[src/rtl/ro_puf_pkg.sv]
// Shared types and constants for the ring-oscillator PUF comparator.
//   state_t    : measurement FSM states
//   SETTLE_CYC : cycles the selected oscillators run before each count window
//   params_ok  : elaboration check on VOTES / NUM_RO
package ro_puf_pkg;

  typedef enum logic [2:0] {
    IDLE    = 3'd0,
    SETTLE  = 3'd1,
    COUNT   = 3'd2,
    COMPARE = 3'd3,
    DONE    = 3'd4
  } state_t;

  localparam int unsigned SETTLE_CYC = 16;

  // VOTES must be odd (so a majority always exists) and NUM_RO a power of two.
  function automatic bit params_ok(input int unsigned votes, input int unsigned num_ro);
    return (votes % 2 == 1) && (votes <= 15) &&
           (num_ro >= 2) && (num_ro <= 64) && ((num_ro & (num_ro - 1)) == 0);
  endfunction

endpackage

[src/rtl/ro_puf_comparator_edge_counter.sv]
// Synchronises one asynchronous oscillator output and counts its rising edges.
//   clk, rst_n : system clock, synchronous active-low reset
//   ro_async   : raw oscillator output (asynchronous to clk)
//   clear      : zero the counter
//   count_en   : count detected rising edges while high
//   count      : saturating edge count
module ro_edge_counter #(
  parameter int unsigned CNT_W = 16
) (
  input  logic             clk,
  input  logic             rst_n,
  input  logic             ro_async,
  input  logic             clear,
  input  logic             count_en,
  output logic [CNT_W-1:0] count
);

  // [0],[1] form the synchroniser, [2] delays for edge detection
  logic [2:0]       sync_q, sync_d;
  logic [CNT_W-1:0] count_q, count_d;
  logic             rise;

  always_comb begin
    sync_d  = {sync_q[1:0], ro_async};
    rise    = sync_q[1] & ~sync_q[2];
    count_d = count_q;
    if (clear) begin
      count_d = '0;
    end else if (count_en && rise && (count_q != {CNT_W{1'b1}})) begin
      count_d = count_q + CNT_W'(1);
    end
  end

  always_ff @(posedge clk) begin
    if (!rst_n) begin
      sync_q  <= '0;
      count_q <= '0;
    end else begin
      sync_q  <= sync_d;
      count_q <= count_d;
    end
  end

  assign count = count_q;

endmodule

[src/rtl/ro_puf_comparator.sv]
// Handshaked ring-oscillator PUF response engine: compares edge counts of two
// challenge-selected oscillators over VOTES windows and reports the majority.
//   clk, rst_n    : system clock, synchronous active-low reset
//   ro_in         : raw oscillator outputs
//   ro_en         : oscillator enables (only the two selected bits, only while measuring)
//   start         : request strobe, honoured in IDLE only
//   challenge     : {index A, index B}
//   busy          : request in progress
//   resp_valid    : one-cycle response strobe; resp_* held until the next response
//   resp_bit      : majority of countA > countB
//   resp_margin   : smallest |countA - countB| across votes
//   resp_unstable : split vote or any tie
//   err           : challenge selected the same oscillator twice
module ro_puf_comparator
  import ro_puf_pkg::*;
#(
  parameter int unsigned NUM_RO = 8,
  parameter int unsigned CNT_W  = 16,
  parameter int unsigned WINDOW = 4096,
  parameter int unsigned VOTES  = 3
) (
  input  logic                       clk,
  input  logic                       rst_n,
  input  logic [NUM_RO-1:0]          ro_in,
  output logic [NUM_RO-1:0]          ro_en,
  input  logic                       start,
  input  logic [2*$clog2(NUM_RO)-1:0] challenge,
  output logic                       busy,
  output logic                       resp_valid,
  output logic                       resp_bit,
  output logic [CNT_W-1:0]           resp_margin,
  output logic                       resp_unstable,
  output logic                       err
);

  localparam int unsigned IDX_W = $clog2(NUM_RO);
  localparam int unsigned CYC_W = 20;
  localparam int unsigned VW    = 4;

  if (!params_ok(VOTES, NUM_RO)) begin : g_param_err
    $error("ro_puf_comparator: VOTES must be odd <= 15 and NUM_RO a power of two in 2..64");
  end

  state_t             state_q, state_d;
  logic [CYC_W-1:0]   cyc_q, cyc_d;
  logic [VW-1:0]      vote_q, vote_d;
  logic [VW-1:0]      tally_q, tally_d;
  logic [CNT_W-1:0]   min_q, min_d;
  logic               tie_q, tie_d;
  logic [IDX_W-1:0]   idx_a_q, idx_a_d, idx_b_q, idx_b_d;
  logic               busy_q, busy_d;
  logic [NUM_RO-1:0]  ro_en_q, ro_en_d;
  logic               resp_valid_q, resp_valid_d;
  logic               resp_bit_q, resp_bit_d;
  logic [CNT_W-1:0]   resp_margin_q, resp_margin_d;
  logic               resp_unstable_q, resp_unstable_d;
  logic               err_q, err_d;

  logic [CNT_W-1:0]   cnt_a, cnt_b, diff;
  logic               vote, measuring;
  logic [IDX_W-1:0]   ch_a, ch_b;

  // Select lines only change in IDLE, so the settle phase flushes stale sync state
  ro_edge_counter #(.CNT_W(CNT_W)) u_cnt_a (
    .clk      (clk),
    .rst_n    (rst_n),
    .ro_async (ro_in[idx_a_q]),
    .clear    (state_q == SETTLE),
    .count_en (state_q == COUNT),
    .count    (cnt_a)
  );

  ro_edge_counter #(.CNT_W(CNT_W)) u_cnt_b (
    .clk      (clk),
    .rst_n    (rst_n),
    .ro_async (ro_in[idx_b_q]),
    .clear    (state_q == SETTLE),
    .count_en (state_q == COUNT),
    .count    (cnt_b)
  );

  assign ch_a = challenge[2*IDX_W-1:IDX_W];
  assign ch_b = challenge[IDX_W-1:0];

  // Next-state, datapath and registered-output computation
  always_comb begin
    state_d         = state_q;
    cyc_d           = cyc_q;
    vote_d          = vote_q;
    tally_d         = tally_q;
    min_d           = min_q;
    tie_d           = tie_q;
    idx_a_d         = idx_a_q;
    idx_b_d         = idx_b_q;
    resp_valid_d    = 1'b0;
    resp_bit_d      = resp_bit_q;
    resp_margin_d   = resp_margin_q;
    resp_unstable_d = resp_unstable_q;
    err_d           = 1'b0;

    vote = (cnt_a > cnt_b);
    diff = (cnt_a > cnt_b) ? (cnt_a - cnt_b) : (cnt_b - cnt_a);

    case (state_q)
      IDLE: begin
        if (start) begin
          idx_a_d = ch_a;
          idx_b_d = ch_b;
          if (ch_a == ch_b) begin
            state_d         = DONE;
            resp_valid_d    = 1'b1;
            err_d           = 1'b1;
            resp_bit_d      = 1'b0;
            resp_margin_d   = '0;
            resp_unstable_d = 1'b0;
          end else begin
            state_d = SETTLE;
            cyc_d   = '0;
            vote_d  = '0;
            tally_d = '0;
            min_d   = {CNT_W{1'b1}};
            tie_d   = 1'b0;
          end
        end
      end
      SETTLE: begin
        if (cyc_q == CYC_W'(SETTLE_CYC - 1)) begin
          state_d = COUNT;
          cyc_d   = '0;
        end else begin
          cyc_d = cyc_q + CYC_W'(1);
        end
      end
      COUNT: begin
        if (cyc_q == CYC_W'(WINDOW - 1)) begin
          state_d = COMPARE;
          cyc_d   = '0;
        end else begin
          cyc_d = cyc_q + CYC_W'(1);
        end
      end
      COMPARE: begin
        tally_d = tally_q + VW'(vote);
        vote_d  = vote_q + VW'(1);
        if (diff < min_q) begin
          min_d = diff;
        end
        if (cnt_a == cnt_b) begin
          tie_d = 1'b1;
        end
        if (vote_d == VW'(VOTES)) begin
          state_d         = DONE;
          resp_valid_d    = 1'b1;
          resp_bit_d      = (tally_d > VW'(VOTES / 2));
          resp_margin_d   = min_d;
          resp_unstable_d = tie_d || ((tally_d != '0) && (tally_d != VW'(VOTES)));
        end else begin
          state_d = SETTLE;
          cyc_d   = '0;
        end
      end
      DONE: begin
        state_d = IDLE;
      end
      default: begin
        state_d = IDLE;
      end
    endcase

    busy_d    = (state_d != IDLE);
    measuring = (state_d == SETTLE) || (state_d == COUNT) || (state_d == COMPARE);
    ro_en_d   = '0;
    for (int i = 0; i < NUM_RO; i++) begin
      ro_en_d[i] = measuring && ((IDX_W'(i) == idx_a_d) || (IDX_W'(i) == idx_b_d));
    end
  end

  always_ff @(posedge clk) begin
    if (!rst_n) begin
      state_q         <= IDLE;
      cyc_q           <= '0;
      vote_q          <= '0;
      tally_q         <= '0;
      min_q           <= '0;
      tie_q           <= 1'b0;
      idx_a_q         <= '0;
      idx_b_q         <= '0;
      busy_q          <= 1'b0;
      ro_en_q         <= '0;
      resp_valid_q    <= 1'b0;
      resp_bit_q      <= 1'b0;
      resp_margin_q   <= '0;
      resp_unstable_q <= 1'b0;
      err_q           <= 1'b0;
    end else begin
      state_q         <= state_d;
      cyc_q           <= cyc_d;
      vote_q          <= vote_d;
      tally_q         <= tally_d;
      min_q           <= min_d;
      tie_q           <= tie_d;
      idx_a_q         <= idx_a_d;
      idx_b_q         <= idx_b_d;
      busy_q          <= busy_d;
      ro_en_q         <= ro_en_d;
      resp_valid_q    <= resp_valid_d;
      resp_bit_q      <= resp_bit_d;
      resp_margin_q   <= resp_margin_d;
      resp_unstable_q <= resp_unstable_d;
      err_q           <= err_d;
    end
  end

  assign busy          = busy_q;
  assign ro_en         = ro_en_q;
  assign resp_valid    = resp_valid_q;
  assign resp_bit      = resp_bit_q;
  assign resp_margin   = resp_margin_q;
  assign resp_unstable = resp_unstable_q;
  assign err           = err_q;

endmodule

[config.mk]
export PLATFORM = sky130hd
export DESIGN_NAME = ro_puf_comparator
export DESIGN_NICKNAME = d
export VERILOG_FILES = /design/src/rtl/ro_puf_pkg.sv /design/src/rtl/ro_puf_comparator_edge_counter.sv /design/src/rtl/ro_puf_comparator.sv
export SDC_FILE = /design/constraint.sdc
export NUM_CORES = 1
export LEC_CHECK = 0
export BUFFER_PORTS_ARGS = -buffer_cell sky130_fd_sc_hd__buf_2
export CORE_ASPECT_RATIO = 0.6
export CORE_MARGIN = 2
export CORE_UTILIZATION = 53
export DETAILED_ROUTE_END_ITERATION = 8
export PLACE_DENSITY = 0.78
export SLEW_MARGIN = 20
export SYNTH_ARGS = -nofsm -noshare
export SYNTH_HDL_FRONTEND = slang
export SYNTH_SLANG_ARGS = --single-unit
[constraint.sdc]
create_clock -name clk -period 11.9 [get_ports clk]
set_input_delay 2.38 -clock clk [delete_from_list [all_inputs] [get_ports clk]]
set_output_delay 2.38 -clock clk [all_outputs]
set_load 0.005 [all_outputs]
== Word-level counts from Yosys, hierarchy flattened ==
Index checks and enable logic that the tools add are counted.

* Register bits: 121
* Latch bits: 0
* Memory bits (writable): 0
* Memory bits (read-only): 0
* Input port bits: 17
* Output and inout port bits: 29
* Logic and storage cells: 153
* Memories: 0

* Add/subtract/negate cells: 7
* Multiply operators: 0
* Divide/modulo/power cells: 0
* Order comparisons: 5
* Equality and inequality tests: 33
* Shift-type cells: 0
* Muxes and demuxes: 48
* Bitwise gates (word level): 5
* Reductions and logical operators: 36

{| class="wikitable"
|+ Operators by type and width
! kind !! number
|-
| two-way mux 16 bit || 7
|-
| two-way mux 20 bit || 5
|-
| case mux 20 bit (4 select lines) || 1
|-
| case mux 16 bit (2 select lines) || 2
|-
| adder 16 x 1 -> 16 bit (second input constant) || 2
|-
| != test 16 bit (second input constant) || 2
|-
| subtractor 16 bit || 2
|-
| two-way mux 3 bit || 9
|-
| == test 3 bit (first input constant) || 8
|-
| adder 20 x 1 -> 20 bit (second input constant) || 1
|-
| == test 20 x 12 -> 1 bit (second input constant) || 1
|-
| == test 20 x 4 -> 1 bit (second input constant) || 1
|-
| == test 16 bit || 1
|-
| > comparator 16 bit || 1
|-
| < comparator 16 bit || 1
|-
| case mux 4 bit (2 select lines) || 2
|-
| logical AND 1 bit || 13
|-
| two-way mux 1 bit || 13
|-
| == test 2 x 3 -> 1 bit (first input constant) || 4
|-
| == test 3 x 2 -> 1 bit (second input constant) || 4
|-
| case mux 3 bit (4 select lines) || 1
|-
| logical OR 1 bit || 11
|-
| != test 2 bit (second input constant) || 5
|-
| zero test 3 bit || 3
|-
| 21 further kinds || 34
|}

== Logic depth before layout (Yosys ltp) ==
* Depth in word-level cells: 8
* Depth in mapped cells: 24
* Gate-level depth less buffers: 21

== Modules after synthesis ==
Synthesis repeated with hierarchy kept, for this count alone.

* Cells, all modules: 930
* Area total of the unflattened synthesis: 7667.4 um^2

{| class="wikitable"
|+ By module, submodules not included
! module !! times used !! cells each !! area each (um^2) !! seq. area each (um^2)
|-
| ro_puf_comparator || 1 || 728 || 5883.1 || 1661.6
|-
| ro_edge_counter || 2 || 101 || 892.1 || 380.4
|}

== Worst setup path before layout ==
No wires, ideal clock.

* Path kind: register to register
* Start: reg u_cnt_a.count_q[6], in the netlist u_cnt_a.count[6]
* End: reg resp_margin_q[13], in the netlist resp_margin[13]
* Arrival time: 4373 ps
* Data required time: 11829 ps
* Setup slack: 7456 ps
* Cell stages (with the launch flop): 22
* Period minus slack after synthesis: 4444 ps
* Cells stage by stage: dfxtp_1 -> inv_1 -> ha_1 -> buf_2 -> nand2_1 -> or4_4 -> mux2i_4 -> a21oi_4 -> clkbuf_1 -> mux2i_1 -> xnor2_1 -> inv_1 -> ha_1 -> a21o_1 -> a211oi_1 -> o211ai_1 -> o221ai_1 -> and2_1 -> clkbuf_1 -> and3_1 -> clkbuf_1 -> o2bb2ai_1

* Cells in the longest elaborated chain, start to end: 6
* Elaborated cells on any way between the ends: 8
* Those cells by class: 2 x add/sub; 2 x order compare; 4 x mux

{| class="wikitable"
|+ Ends and longest elaborated chain
! element !! line !! RTL
|-
| start: declaration || ro_puf_comparator_edge_counter.sv:20 || <nowiki>logic [CNT_W-1:0] count_q, count_d;</nowiki>
|-
| start signal: assignment || ro_puf_comparator_edge_counter.sv:40 || <nowiki>count_q <= count_d;</nowiki>
|-
| subtractor 16 bit / > comparator 16 bit (equally long branches) || ro_puf_comparator.sv:102 || <nowiki>diff = (cnt_a > cnt_b) ? (cnt_a - cnt_b) : (cnt_b - cnt_a);</nowiki>
|-
| two-way mux 16 bit (*) || ro_puf_comparator.sv:102 ||
|-
| < comparator 16 bit || ro_puf_comparator.sv:145 || <nowiki>if (diff < min_q) begin</nowiki>
|-
| two-way mux 16 bit (*) || ro_puf_comparator.sv:145 ||
|-
| two-way mux 16 bit (*) || ro_puf_comparator.sv:151 || <nowiki>if (vote_d == VW'(VOTES)) begin</nowiki>
|-
| case mux 16 bit (2 select lines) (*) || ro_puf_comparator.sv:104 || <nowiki>case (state_q)</nowiki>
|-
| end signal: assignment || ro_puf_comparator.sv:208 || <nowiki>resp_margin_q <= resp_margin_d;</nowiki>
|-
| end: declaration || ro_puf_comparator.sv:55 || <nowiki>logic [CNT_W-1:0] resp_margin_q, resp_margin_d;</nowiki>
|}

Mark *: on every way between the ends. The rest lies on a longest branch, timed or not. The select of a mux whose other input is x is not followed.
A chain may end at the register's enable or synchronous reset.

== Worst setup path in the final report ==
* Start: reg u_cnt_a.count_q[0], in the netlist u_cnt_a.count[0]
* End: reg resp_margin_q[12], in the netlist resp_margin[12]

The elaborated chain is that of the path after synthesis.

==> impl_metrics.env <==
export IMPL_dr_pass1_iters=5
export IMPL_drt_initial_drc_count=552
export IMPL_dieWidth_um=155
export IMPL_grt_overflow=0
export IMPL_ant_nets=0
export IMPL_io_buffers=45
export IMPL_dp_cells=1049
export IMPL_critical_path_class="register to register"
export IMPL_slowest_delay_ns=0.69
export IMPL_cts_root_buf="clkbuf_16"
export IMPL_num_io_pins=46
export IMPL_rsz0062_at_grt="no"
export IMPL_ys_warn_count=0
export IMPL_clk_pin_slew_ns=0.06
export IMPL_track_usage_pct=25.9
export IMPL_drt_total_wl_mm=18.2
export IMPL_finalSetupViolations=0
export IMPL_end_kind="register"
export IMPL_clk_latency_ns=0.41
export IMPL_finalPower_mw=1.02
export IMPL_cp_cell_sequence="inv_1, ha_1, inv_1, fa_1, a211oi_1, o211ai_1, nand2_1, a21oi_4, mux2i_1, o21ai_1, xor2_1, ha_1, a21o_1, a211oi_1, o211ai_1, o221ai_1, and2_1, nand3_1, o22ai_1"
export IMPL_outcome="complete, no violations"
export IMPL_die_area_um2=14600
export IMPL_instances_no_fill=1081
export IMPL_slew_headroom_pct=24.7
export IMPL_async_reset_ff_share_pct=0
export IMPL_post_route_min_period_ns=5.59
export IMPL_dieHeight_um=94.4
export IMPL_cts_buffers=17
export IMPL_cp_arrival_ns=5.91
export IMPL_cts_setup_buffers=0
export IMPL_ys_types=69
export IMPL_synthesis_nets=944
export IMPL_critPathMaxFanout=25
export IMPL_wl_per_cell_um=16.8
export IMPL_dp_slack_ns=6.48
export IMPL_core_area_um2=13100
export IMPL_syn_instance_count=872
export IMPL_nets=970
export IMPL_area_growth_pct=12.1
export IMPL_report_final_slew_viol_count=0
export IMPL_tightest_slew_ns=1.12
export IMPL_p_leak_nw=3.32
export IMPL_tns_ns=0
export IMPL_vias=6294
export IMPL_dp_hpwl_mm=13.5
export IMPL_synth_seq_cells=121
export IMPL_syn_area_um2=7220
export IMPL_ys_seq_area_share_pct=33.6
export IMPL_diodes=0
export IMPL_cts_sinks=121
export IMPL_antenna_found_initial=0
export IMPL_clockBufferDepth=2
export IMPL_worst_slack_ns=6.31
export IMPL_slowest_stage="a21oi_4"
export IMPL_fin_skew_ns=0.0108
export IMPL_drc=0
export IMPL_peakVddDrop_mv=0.0845
export IMPL_first_global_vias=5645
export IMPL_hold_buffers=0
export IMPL_gp_congestion=0.927
export IMPL_maxClockFrequency_mhz=179
export IMPL_required_ns=12.22
export IMPL_timing_final_hold_violations=0
export IMPL_synth_edf_count=0
export IMPL_reg2reg_slack_ns=6.31
export IMPL_fp_row_count=32
export IMPL_grt_first_pass_wirelength_mm=29.8
export IMPL_post_drt_via_cell_ratio=5.82
export IMPL_hp_class="register to register"
export IMPL_powerDensity_nw_per_um2=126
export IMPL_drive_gt1_share_pct=11.2
export IMPL_cts_resized=0
export IMPL_grt_max_degree=46
export IMPL_worstSetupStartpointType="register"
export IMPL_tritoncts="yes"
export IMPL_avgSynthCellArea_um2=8.28
export IMPL_drv_cap=0
export IMPL_ys_flop_type="dfxtp_1"
export IMPL_fin_crit_sh_pct=47.0
export IMPL_start_util_pct=55.3
export IMPL_h_tree_depth=4
==> final cells by class <==
class | instances | area (um2)
clock inverter | 15 | 165
tap | 170 | 213
multi-input combinational | 644 | 4370
fill | 1130 | 4960
inverter | 66 | 248
clock buffer | 17 | 425
timing repair buffer | 48 | 248
sequential | 121 | 2420
==> cells in the mapped netlist, types with 5 or more instances <==
master	count	share of area, %
o2bb2ai_1	8	0.97
a22oi_1	23	2.4
clkbuf_1	29	1.5
nand2b_1	7	0.61
and2_1	10	0.87
o21ai_1	6	0.42
nor3_1	17	1.2
o31ai_1	12	1.2
xnor2_1	34	4.1
ha_1	53	9.2
a21o_1	8	0.83
o21ai_0	29	2.0
a31oi_1	6	0.52
nand3_1	33	2.3
nand4_1	12	1.0
nor4_1	7	0.61
nor2_1	119	6.2
a21oi_1	59	4.1
inv_1	65	3.4
mux2i_1	19	2.6
o211a_1	6	0.83
and4_1	7	0.85
xor2_1	27	3.3
nor2b_1	5	0.43
and3_1	7	0.61
buf_2	6	0.42
nand2_1	57	3.0
o22ai_1	7	0.61
a211oi_1	5	0.52
dfxtp_1	121	34
==> worst max-delay path: cells and delay by family, from the launching register on <==
kind / cells / cell delay, ns
buffers and inverters: 2 / 0.14
XOR/XNOR: 1 / 0.23
multiplexers: 1 / 0.30
AND/OR/NAND/NOR: 3 / 1.05
AO/OA/AOI/OAI: 9 / 2.63
adder cells (fa/ha/maj): 3 / 0.73
flip-flops: 1 / 0.40
==> through the flow <==
step / hold slack (ns) / instance area, um2 / util [%]
2_1_floorplan: 0.412 / 7220 / -
3_3_place_gp: 0.417 / 7500 / 57.5
3_5_place_dp: 0.420 / 7500 / 57.5
4_1_cts: 0.470 / 8090 / 62.0
5_1_grt: 0.476 / 8090 / 62.0
6_report: 0.459 / 8090 / 62.0
==> per-layer routing <==
layer  wire length [um]  track usage [%]  up-vias
met3               1560             7.07       14
met4                133             5.40        0
met1               9610             41.0     2922
met2               6870             33.9      241
li1                   -                -     3117
met5                  0                0        -
==> report_power, final <==
group	internal (mW)	switching [mW]
registers	0.417	0.00947
clock network	0.313	0.208
logic	0.0276	0.0438
total	0.758	0.261
==> cells in the final DEF (no fill, tap or decap), types with 6 or more instances in the layout <==
cell type  count
a21o_1         8
a21oi_1       59
a22oi_1       23
a31oi_1        6
and2_1        10
and3_1         7
and4_1         7
buf_2         45
clkbuf_16     17
dfxtp_1      121
ha_1          53
inv_1         65
mux2i_1       19
nand2_1       57
nand2b_1       7
nand3_1       33
nand4_1       12
nor2_1       119
nor3_1        17
nor4_1         7
o211a_1        6
o21ai_0       29
o22ai_1        7
o2bb2ai_1      8
o31ai_1       12
xnor2_1       34
xor2_1        27
==> registers in the layout, summed over array words and instances, names as in the netlist <==
name            cells
u_cnt_a.count      16
tie_q               1
idx_b_q             3
resp_valid          1
u_cnt_b.count      16
min_q              16
resp_unstable       1
resp_bit            1
busy                1
err                 1
tally_q             4
ro_en               8
state_q             3
u_cnt_a.sync_q      3
resp_margin        16
u_cnt_b.sync_q      3
cyc_q              20
vote_q              4
idx_a_q             3
==> logic make-up (layout without fill, tap and decap cells) <==
kind of cell	after synthesis	count (layout)	share of synthesized area (%)
buffers and inverters	107	146	5.98
xor gates and xnor gates	61	61	7.40
adders and majority gates	55	55	9.74
AOI/OAI and AO/OA	200	200	18.4
DFF	121	121	33.6
and+or+nand+nor	302	302	20.4
muxes	26	26	4.56
==> path summary, 6_finish.rpt <==
kind	startpoint	endpoint	depth (start not counted)
min reg2reg	u_cnt_a.sync_q[0]	u_cnt_a.sync_q[1]	1
max reg2reg	u_cnt_a.count[0]	resp_margin[12]	19
min	u_cnt_a.sync_q[0]	u_cnt_a.sync_q[1]	1
max	u_cnt_a.count[0]	resp_margin[12]	19
(Power assumes the default switching activity.)
